--- src/rtl/mul_seq_pkg.sv ---
// Shared encodings and helpers for the sequential multiplier.
package mul_seq_pkg;

    typedef enum logic [1:0] {
        MODE_MUL     = 2'b00,
        MODE_UMULL   = 2'b01,
        MODE_SMULL   = 2'b10,
        MODE_ILLEGAL = 2'b11
    } mode_e;

    typedef enum logic [2:0] {
        ST_IDLE,
        ST_PREP,
        ST_ITER,
        ST_FIX,
        ST_DONE
    } state_e;

    function automatic int iter_count(input int width, input int bpc);
        return width / bpc;
    endfunction

endpackage

--- src/rtl/mul_seq_unit_if.sv ---
// Request/result bundle between the datapath controller and the multiplier.
interface mul_seq_unit_if #(
    parameter int WIDTH = 32
) ();
    logic             start;
    logic [1:0]       mode;
    logic [WIDTH-1:0] op_a;
    logic [WIDTH-1:0] op_b;
    logic             busy;
    logic             done;
    logic [WIDTH-1:0] res_lo;
    logic [WIDTH-1:0] res_hi;
    logic [1:0]       flags_nz;
    logic             err;

    modport master (
        output start, mode, op_a, op_b,
        input  busy, done, res_lo, res_hi, flags_nz, err
    );

    modport slave (
        input  start, mode, op_a, op_b,
        output busy, done, res_lo, res_hi, flags_nz, err
    );
endinterface

--- src/rtl/mul_step.sv ---
// One shift-add step: adds multiplicand * BPC multiplier bits into the high
// accumulator half, returning the new high half and the carry-out bits.
module mul_step #(
    parameter int WIDTH = 32,
    parameter int BPC   = 1
) (
    input  logic [WIDTH-1:0] acc_hi,
    input  logic [WIDTH-1:0] mcand,
    input  logic [BPC-1:0]   bits,
    output logic [WIDTH-1:0] sum,
    output logic [BPC-1:0]   carry
);
    logic [WIDTH+BPC-1:0] partial;
    logic [WIDTH+BPC-1:0] total;

    always_comb begin
        partial        = {{BPC{1'b0}}, mcand} * {{WIDTH{1'b0}}, bits};
        total          = {{BPC{1'b0}}, acc_hi} + partial;
        {carry, sum}   = total;
    end
endmodule

--- src/rtl/mul_seq_unit.sv ---
// Multicycle MUL/UMULL/SMULL unit: magnitude shift-add over WIDTH/BPC cycles,
// with sign fix-up and N/Z flag generation in a final cycle.
module mul_seq_unit
    import mul_seq_pkg::*;
#(
    parameter int WIDTH = 32,
    parameter int BPC   = 1
) (
    input logic           clk,
    input logic           reset,
    mul_seq_unit_if.slave bus
);
    localparam int ITERS = iter_count(WIDTH, BPC);
    localparam int CNT_W = (ITERS > 1) ? $clog2(ITERS) : 1;

    state_e             state, state_n;
    mode_e              mode_q;
    logic [WIDTH-1:0]   mcand, mplier, a_abs, b_abs;
    logic [WIDTH-1:0]   res_lo_q, res_hi_q;
    logic [2*WIDTH-1:0] acc, acc_next, fixed;
    logic [CNT_W-1:0]   cnt;
    logic               sign_q, err_q;
    logic [1:0]         flags_q;
    logic               accept, illegal, busy, done;
    logic               n_flag, z_flag;
    logic [WIDTH-1:0]   step_sum;
    logic [BPC-1:0]     step_carry;

    mul_step #(.WIDTH(WIDTH), .BPC(BPC)) u_step (
        .acc_hi (acc[2*WIDTH-1:WIDTH]),
        .mcand  (mcand),
        .bits   (mplier[BPC-1:0]),
        .sum    (step_sum),
        .carry  (step_carry)
    );

    // The carry becomes the top bits after the right shift; the lowest BPC
    // accumulator bits fall off.
    assign acc_next = {step_carry, step_sum, acc[WIDTH-1:BPC]};
    assign illegal  = (mode_e'(bus.mode) == MODE_ILLEGAL);
    assign a_abs    = mcand[WIDTH-1]  ? ('0 - mcand)  : mcand;
    assign b_abs    = mplier[WIDTH-1] ? ('0 - mplier) : mplier;

    always_ff @(posedge clk) begin
        if (reset) state <= ST_IDLE;
        else       state <= state_n;
    end

    always_comb begin
        state_n = state;
        accept  = 1'b0;
        busy    = 1'b0;
        done    = 1'b0;
        case (state)
            ST_IDLE: begin
                if (bus.start) begin
                    accept  = 1'b1;
                    state_n = illegal ? ST_DONE : ST_PREP;
                end
            end
            ST_PREP: begin
                busy    = 1'b1;
                state_n = ST_ITER;
            end
            ST_ITER: begin
                busy = 1'b1;
                if (cnt == '0) state_n = ST_FIX;
            end
            ST_FIX: begin
                busy    = 1'b1;
                state_n = ST_DONE;
            end
            ST_DONE: begin
                done    = 1'b1;
                state_n = ST_IDLE;
            end
            default: state_n = ST_IDLE;
        endcase
    end

    always_comb begin
        fixed = sign_q ? ('0 - acc) : acc;
        if (mode_q == MODE_MUL) begin
            n_flag = fixed[WIDTH-1];
            z_flag = (fixed[WIDTH-1:0] == '0);
        end else begin
            n_flag = fixed[2*WIDTH-1];
            z_flag = (fixed == '0);
        end
    end

    always_ff @(posedge clk) begin
        if (reset) begin
            mode_q   <= MODE_MUL;
            mcand    <= '0;
            mplier   <= '0;
            acc      <= '0;
            cnt      <= '0;
            sign_q   <= 1'b0;
            err_q    <= 1'b0;
            res_lo_q <= '0;
            res_hi_q <= '0;
            flags_q  <= '0;
        end else begin
            case (state)
                ST_IDLE: begin
                    if (accept) begin
                        mcand  <= bus.op_a;
                        mplier <= bus.op_b;
                        mode_q <= mode_e'(bus.mode);
                        err_q  <= illegal;
                        if (illegal) begin
                            res_lo_q <= '0;
                            res_hi_q <= '0;
                            flags_q  <= '0;
                        end
                    end
                end
                ST_PREP: begin
                    if (mode_q == MODE_SMULL) begin
                        mcand  <= a_abs;
                        mplier <= b_abs;
                        sign_q <= mcand[WIDTH-1] ^ mplier[WIDTH-1];
                    end else begin
                        sign_q <= 1'b0;
                    end
                    acc <= '0;
                    cnt <= CNT_W'(ITERS - 1);
                end
                ST_ITER: begin
                    acc    <= acc_next;
                    mplier <= mplier >> BPC;
                    cnt    <= cnt - CNT_W'(1);
                end
                ST_FIX: begin
                    res_lo_q <= fixed[WIDTH-1:0];
                    res_hi_q <= (mode_q == MODE_MUL) ? '0 : fixed[2*WIDTH-1:WIDTH];
                    flags_q  <= {n_flag, z_flag};
                end
                default: ;
            endcase
        end
    end

    assign bus.busy     = busy;
    assign bus.done     = done;
    assign bus.err      = done & err_q;
    assign bus.res_lo   = res_lo_q;
    assign bus.res_hi   = res_hi_q;
    assign bus.flags_nz = flags_q;
endmodule

--- src/flat_wrapper.sv ---
// flat-port wrapper written by rule: the top's interface ports become plain ports
module mul_seq_unit_flat import mul_seq_pkg::*;
#(
    parameter int WIDTH = 32,
    parameter int BPC   = 1
)
  (clk, reset, bus_start, bus_mode, bus_op_a, bus_op_b, bus_busy, bus_done, bus_res_lo, bus_res_hi, bus_flags_nz, bus_err);
  mul_seq_unit_if #(.WIDTH(WIDTH)) bus_i ();
  input logic clk;
  input logic reset;
  input wire logic [$bits(bus_i.start)-1:0] bus_start;
  input wire logic [$bits(bus_i.mode)-1:0] bus_mode;
  input wire logic [$bits(bus_i.op_a)-1:0] bus_op_a;
  input wire logic [$bits(bus_i.op_b)-1:0] bus_op_b;
  output wire logic [$bits(bus_i.busy)-1:0] bus_busy;
  output wire logic [$bits(bus_i.done)-1:0] bus_done;
  output wire logic [$bits(bus_i.res_lo)-1:0] bus_res_lo;
  output wire logic [$bits(bus_i.res_hi)-1:0] bus_res_hi;
  output wire logic [$bits(bus_i.flags_nz)-1:0] bus_flags_nz;
  output wire logic [$bits(bus_i.err)-1:0] bus_err;
  assign bus_i.start = bus_start;
  assign bus_i.mode = bus_mode;
  assign bus_i.op_a = bus_op_a;
  assign bus_i.op_b = bus_op_b;
  assign bus_busy = bus_i.busy;
  assign bus_done = bus_i.done;
  assign bus_res_lo = bus_i.res_lo;
  assign bus_res_hi = bus_i.res_hi;
  assign bus_flags_nz = bus_i.flags_nz;
  assign bus_err = bus_i.err;
  mul_seq_unit #(.WIDTH(WIDTH), .BPC(BPC)) u_core (.clk(clk), .reset(reset), .bus(bus_i));
endmodule
--- config.mk ---
export PLATFORM = sky130hd
export DESIGN_NAME = mul_seq_unit_flat
export DESIGN_NICKNAME = d
export VERILOG_FILES = /design/src/rtl/mul_seq_pkg.sv /design/src/rtl/mul_seq_unit_if.sv /design/src/rtl/mul_step.sv /design/src/rtl/mul_seq_unit.sv /design/src/flat_wrapper.sv
export SDC_FILE = /design/constraint.sdc
export NUM_CORES = 1
export LEC_CHECK = 0
export CORE_UTILIZATION = 62
export DETAILED_ROUTE_END_ITERATION = 10
export PLACE_DENSITY = 0.87
export SYNTH_ARGS = -nofsm -noshare
export SYNTH_HDL_FRONTEND = slang
export SYNTH_SLANG_ARGS = --single-unit
export TNS_END_PERCENT = 50
--- constraint.sdc ---
create_clock -name clk -period 7.7 [get_ports clk]
set_input_delay 1.155 -clock clk [delete_from_list [all_inputs] [get_ports clk]]
set_output_delay 1.155 -clock clk [all_outputs]
set_load 0.03 [all_outputs]
==> impl_metrics.tcl, run 1 <==
set metrics [dict create \
    clk_pin_slew_ns 0.06 \
    start_util_pct 63.9 \
    drt-initial-drc-count 1036 \
    slew_violations 0 \
    max_cap_violations 0 \
    grt_overflow_total 0 \
    dieArea_um2 20000 \
    hold_path.class "register to register" \
    vias 12100 \
    post-cts-setup-buffer-count 0 \
    path_buf_inv 1 \
    wl_per_cell_um 17.2 \
    critPathMaxStageDelay_ns 0.72 \
    postCtsResizedCells 0 \
    clk_path_buf_depth 3 \
    netlist_area_um2 12100 \
    diodes 0 \
    path_cells "inv_1 > ha_1 > or3b_2 > nor4_1 > nand4b_1 > or4b_2 > or3_1 > or3_1 > o31ai_1 > a21oi_1 > a21oi_1 > nor2_1" \
    synthToLayoutAreaGrowth_pct 18.5 \
    yosys.cell_types.count 63 \
    wl_met3_mm 2.86 \
    tns_ns 0 \
    synthArstFlopShare_pct 0 \
    ant_nets 0 \
    crit_fanout 32 \
    die_x_um 142 \
    finalHoldViolCount 0 \
    clk_latency_ns 0.52 \
    coreArea_um2 18900 \
    clock_sinks 206 \
    die_height_um 142 \
    tightestPinTransition_ns 1.26 \
    maxUsedRoutingLayer "met4" \
    end_kind "register" \
    worstSetupPathType "register to register" \
    synth_edf_count 0 \
    crit_required_ns 8.08 \
    layout-drive-gt1-share_pct 4.88 \
    m1WireLength_mm 14.2 \
    ir_worst_vdd_uv 212 \
    grt_use_total_pct 31.6 \
    synth_cells 1539 \
    critPathSlowestCell "or4b_2" \
    critPathArrivalTime_ns 5.04 \
    routed_wl_mm 32.3 \
    vias_per_cell 6.45 \
    cts_tree "yes" \
    yosysTopAreaCell "dfxtp_1" \
    mappedNetlistNets 1647 \
    critical_path.top_delay_family "simple AND/OR/NAND/NOR gates" \
    grt_max_degree 122 \
    grt_pass1_wl_mm 52.8 \
    dp_hpwl_mm 22.0 \
    synth_area_leaders "dfxtp_1 (34%), nor2_1 (8.5%), a22oi_1 (6.8%)" \
    ys_seq_area_share_pct 34.2 \
    leakage_nw 5.61 \
    postCtsHoldBufs 0 \
    cts_buffers 22 \
    place_congestion 0.901 \
    io_pins 138 \
    drt-pass1-iter-count 7 \
    worstSetupStartpointType "register" \
    yosys_warnings 0 \
    fin_skew_ns 0.0167 \
    ys_ff_latch 206 \
    grt_pass1_vias 10700 \
    total_power_mw 2.92 \
    cts-htree-levels 1 \
    fin_util_pct 75.7 \
    power_density_nw_per_um2 204 \
    rows 50 \
    synth_top_area_share_pct 34.2 \
    min_period_ns 4.65 \
    syn_area_per_cell_um2 7.84 \
    synth_flop_cell "dfxtp_1" \
    drc 0 \
    holdWs_ns 0.476 \
    mostFrequentLayoutCells "nor2_1 (271), dfxtp_1 (205), clkdlybuf4s50_1 (136), a22oi_1 (110), nand2_1 (94)" \
    final_common_cell "nor2_1" \
    cts_root_buf "clkbuf_16" \
    io_buffers 137 \
    antenna_found_initial 0 \
    met2_length_mm 14.5 \
    maxSlewHeadroom_pct 15.7 \
    rsz0062_at_grt "false" \
    setup_viol 0 \
    status "completed" \
    post-route-period-util_pct 60.4 \
    fmax_mhz 215 \
    nets 1711 \
]
[layer usage]
layer	track usage, %	vias up
met5	0	-
met4	9.39	0
met3	3.98	61
met2	49.9	613
met1	45.1	5665
li1	-	5779
[synth_stat cells, types with 15 or more instances]
cell type,number
xnor2_1,84
o31ai_1,25
a221oi_1,27
or4_1,25
or3_1,30
inv_1,19
ha_1,38
a21oi_1,88
nor3_1,66
nand2_1,94
xor2_1,21
a21o_1,16
nor4_1,20
nor2_1,273
o21ai_0,77
and2_1,31
dfxtp_1,206
clkbuf_1,94
a211oi_1,15
a22o_1,15
a22oi_1,110
[worst reg2reg max path, delay by kind of cell, from the launching register on]
kind / cells / cell delay, ns
AND/OR/NAND/NOR: 7 / 2.92
flip-flops: 1 / 0.54
AO/OA/AOI/OAI: 3 / 0.52
buffers and inverters: 1 / 0.31
adder cells (fa/ha/maj): 1 / 0.24
[flip-flops by register name, summed over array words and instances (netlist names)]
signal,cells
u_core.mcand,32
u_core.cnt,5
u_core.acc,64
u_core.bus.res_hi,32
u_core.mplier,32
u_core.mode_q,2
u_core.state,3
u_core.bus.flags_nz,2
u_core.sign_q,1
u_core.bus.res_lo,32
u_core.err_q,1
[power breakdown]
group / total, mW / switching [mW] / internal (mW)
registers: 1.20 / 0.0787 / 1.12
logic: 0.520 / 0.320 / 0.200
clock network: 1.21 / 0.441 / 0.767
[final cells by class]
class	count	area, um2
multi-input combinational	1206	7500
fill	1452	4580
sequential	206	4130
timing repair buffer	148	1460
clock buffer	29	617
tap	260	325
clock inverter	10	218
inverter	19	71.3
[cells by family (layout without fill, tap and decap cells)]
logic type / count (synthesis) / after routing / synth area share [%]
simple gates: 614 / 614 / 24.3
mux: 1 / 1 / 0.0829
xor+xnor: 105 / 105 / 7.62
compound gates: 447 / 447 / 25.7
buf+inv: 127 / 206 / 4.08
fa+ha+maj: 39 / 39 / 4.10
flops: 206 / 206 / 34.2
[through the flow]
stage | instance area (um2) | setup slack [ns] | cells
5_1_grt | 14300 | 2.73 | 1878
6_report | 14300 | 3.05 | 1878
4_1_cts | 14300 | 3.14 | 1878
2_1_floorplan | 12100 | 3.99 | 1539
3_3_place_gp | 13500 | 3.15 | 1839
3_5_place_dp | 13500 | 3.05 | 1839
[worst paths after layout]
kind	from	to	slack, ns	cells after the start
worst max-delay path	u_core.mplier[0]$_SDFFE_PP0P_	u_core.mplier[30]$_SDFFE_PP0P_	3.05	12
worst min-delay path	u_core.err_q$_SDFFE_PP0P_	u_core.err_q$_SDFFE_PP0P_	0.48	2
worst max register to register	u_core.mplier[0]$_SDFFE_PP0P_	u_core.mplier[30]$_SDFFE_PP0P_	3.05	12
worst min register to register	u_core.err_q$_SDFFE_PP0P_	u_core.err_q$_SDFFE_PP0P_	0.48	2
Note: power is estimated with default switching activity, not from simulation.
==> run 2, diff against run 1 <==
--- a/config.mk
+++ b/config.mk
@@ -5,9 +5,9 @@
 export SDC_FILE = /design/constraint.sdc
 export NUM_CORES = 1
 export LEC_CHECK = 0
-export CORE_UTILIZATION = 62
+export CORE_UTILIZATION = 52
 export DETAILED_ROUTE_END_ITERATION = 10
-export PLACE_DENSITY = 0.87
+export PLACE_DENSITY = 0.78
 export SYNTH_ARGS = -nofsm -noshare
 export SYNTH_HDL_FRONTEND = slang
 export SYNTH_SLANG_ARGS = --single-unit
==> constraint.sdc (replaced) <==
create_clock -name clk -period 4.2 [get_ports clk]
set_input_delay 0.63 -clock clk [delete_from_list [all_inputs] [get_ports clk]]
set_output_delay 0.63 -clock clk [all_outputs]
set_load 0.03 [all_outputs]
==> impl_metrics.tcl, run 2 (synthesis gave the netlist of run 1 again) <==
set metrics [dict create \
    status "completed" \
    hold_path.class "register to register" \
    power_density_nw_per_um2 379 \
    postCtsResizedCells 0 \
    reg2reg_depth 10 \
    post-route-period-util_pct 94.8 \
    grt_overflow_total 0 \
    rsz0062_at_grt "false" \
    io_pins 138 \
    dp_hpwl_mm 23.1 \
    setup_viol 0 \
    critical_path.most_common_cell "or4_4" \
    worstSetupStartpointType "register" \
    final_common_cell "nor2_1" \
    holdPathEnd "u_core.err_q$_SDFFE_PP0P_" \
    fin_skew_ns 0.0103 \
    worstHoldPathCells 2 \
    ir_worst_vdd_uv 263 \
    slew_violations 0 \
    max_cap_violations 0 \
    vias_per_cell 6.23 \
    setup_ws_ns 0.219 \
    postCtsHoldBufs 0 \
    drc 0 \
    nets 1729 \
    vias 12000 \
    cts_buffers 24 \
    crit_fanout 10 \
    rows 55 \
    layout-drive-gt1-share_pct 6.10 \
    critPathArrivalTime_ns 4.42 \
    clk_pin_slew_ns 0.06 \
    grt_use_total_pct 27.7 \
    clk_latency_ns 0.52 \
    clk_path_buf_depth 3 \
    antenna_found_initial 0 \
    path_buf_inv 0 \
    cts_tree "yes" \
    dp_slack_ns 0.283 \
    grt_pass1_wl_mm 54.8 \
    hold_start "u_core.err_q$_SDFFE_PP0P_" \
    diodes 0 \
    holdWs_ns 0.461 \
    tns_ns 0 \
    die_height_um 154 \
    routed_wl_mm 33.9 \
    coreArea_um2 22700 \
    critPathMaxStageDelay_ns 0.59 \
    crit_required_ns 4.64 \
    largest_reg_flops 64 \
    cts_root_buf "clkbuf_16" \
    r2r_start "u_core.acc[19]$_SDFFE_PP0N_" \
    end_kind "register" \
    grt_max_degree 137 \
    drt-pass1-iter-count 6 \
    synthToLayoutAreaGrowth_pct 20.5 \
    dieArea_um2 23800 \
    wl_per_cell_um 17.6 \
    start_util_pct 53.2 \
    path_cells "or4_4 > or3_1 > or4_4 > or3_4 > o31ai_4 > xnor2_1 > or4_1 > a311oi_1 > nand4_1 > a221oi_2" \
    critical_path.top_delay_family "simple AND/OR/NAND/NOR gates" \
    r2r-end "u_core.bus.flags_nz[0]$_SDFFE_PP0P_" \
    r2r_setup_slack_ns 0.22 \
    leakage_nw 5.74 \
    fmax_mhz 251 \
    die_x_um 154 \
    place_congestion 0.892 \
    io_buffers 137 \
    finalHoldViolCount 0 \
    worstSetupPathType "register to register" \
    largest_register "u_core.acc" \
    drt-initial-drc-count 870 \
    maxSlewHeadroom_pct 32.8 \
    fin_util_pct 64.1 \
    post-cts-setup-buffer-count 0 \
    mostFrequentLayoutCells "nor2_1 (271), dfxtp_1 (205), clkdlybuf4s50_1 (136), a22oi_1 (110), nand2_1 (94)" \
    tightestPinTransition_ns 1.01 \
    ant_nets 0 \
    critPathSlowestCell "or4_4" \
    clock_sinks 206 \
    cts-htree-levels 1 \
    min_period_ns 3.98 \
    grt_pass1_vias 10900 \
]
[run 2: cell types whose count changed in the layout (fill, tap and decap cells not counted), moves of 2 or more]
cell | previous run | this run
buf_4 | 11 | 26
clkbuf_16 | 22 | 25
clkbuf_8 | 4 | 7
clkinv_2 | 1 | 3
[run 2: per-layer routing]
metal,up-vias,track usage [%],routed length [um]
li1,5829,-,-
met1,5640,39.5,15800
met2,472,44.5,15100
met3,52,3.19,2220
met4,0,6.46,695
met5,-,0,0
[run 2: final cells by class]
| cell class | count | area, um2 |
|---|---|---|
| Fill cell | 1957 | 8160 |
| Multi-Input combinational cell | 1206 | 7500 |
| Sequential cell | 206 | 4130 |
| Timing Repair Buffer | 164 | 1590 |
| Clock buffer | 36 | 737 |
| Tap cell | 285 | 357 |
| Clock inverter | 8 | 165 |
| Inverter | 19 | 71.3 |
[run 2: worst max-delay path by stage]
| stage | cells past startpoint | to | start | slack (ns) |
|---|---|---|---|---|
| 2_1_floorplan | 11 | u_core.bus.flags_nz[0]$_SDFFE_PP0P_ | u_core.acc[13]$_SDFFE_PP0N_ | 0.49 |
| 5_1_grt | 10 | u_core.mplier[30]$_SDFFE_PP0P_ | u_core.mplier[7]$_SDFFE_PP0P_ | 0.02 |
| 3_3_place_gp | 10 | u_core.bus.flags_nz[0]$_SDFFE_PP0P_ | u_core.acc[13]$_SDFFE_PP0N_ | 0.33 |
| 6_report | 10 | u_core.bus.flags_nz[0]$_SDFFE_PP0P_ | u_core.acc[19]$_SDFFE_PP0N_ | 0.22 |
| 4_1_cts | 10 | u_core.bus.flags_nz[0]$_SDFFE_PP0P_ | u_core.acc[19]$_SDFFE_PP0N_ | 0.24 |
| 3_5_place_dp | 10 | u_core.bus.flags_nz[0]$_SDFFE_PP0P_ | u_core.acc[19]$_SDFFE_PP0N_ | 0.28 |
[run 2: worst register-to-register path, delay by kind of cell, from the launching register on]
| family | cells | cell delay [ns] |
|---|---|---|
| flip-flops | 1 | 0.39 |
| XOR/XNOR | 1 | 0.11 |
| AO/OA/AOI/OAI | 3 | 0.75 |
| AND/OR/NAND/NOR | 6 | 2.66 |
[run 2: through the flow]
| stage | power (mW) | area, um2 | cells |
|---|---|---|---|
| 6_report | 5.52 | 14500 | 1924 |
| 4_1_cts | 5.52 | 14500 | 1924 |
| 3_5_place_dp | 3.18 | 13600 | 1880 |
| 3_3_place_gp | 3.16 | 13600 | 1880 |
| 2_1_floorplan | 2.89 | 12100 | 1539 |
| 5_1_grt | 5.74 | 14500 | 1924 |
[run 2: power by group]
part           internal [mW]  total, mW  switching, mW  leakage [nW]
clock network           1.51       2.35          0.833         0.446
logic                  0.386      0.987          0.601          3.62
registers               2.05       2.18          0.134          1.67
total                   3.95       5.52           1.57          5.74
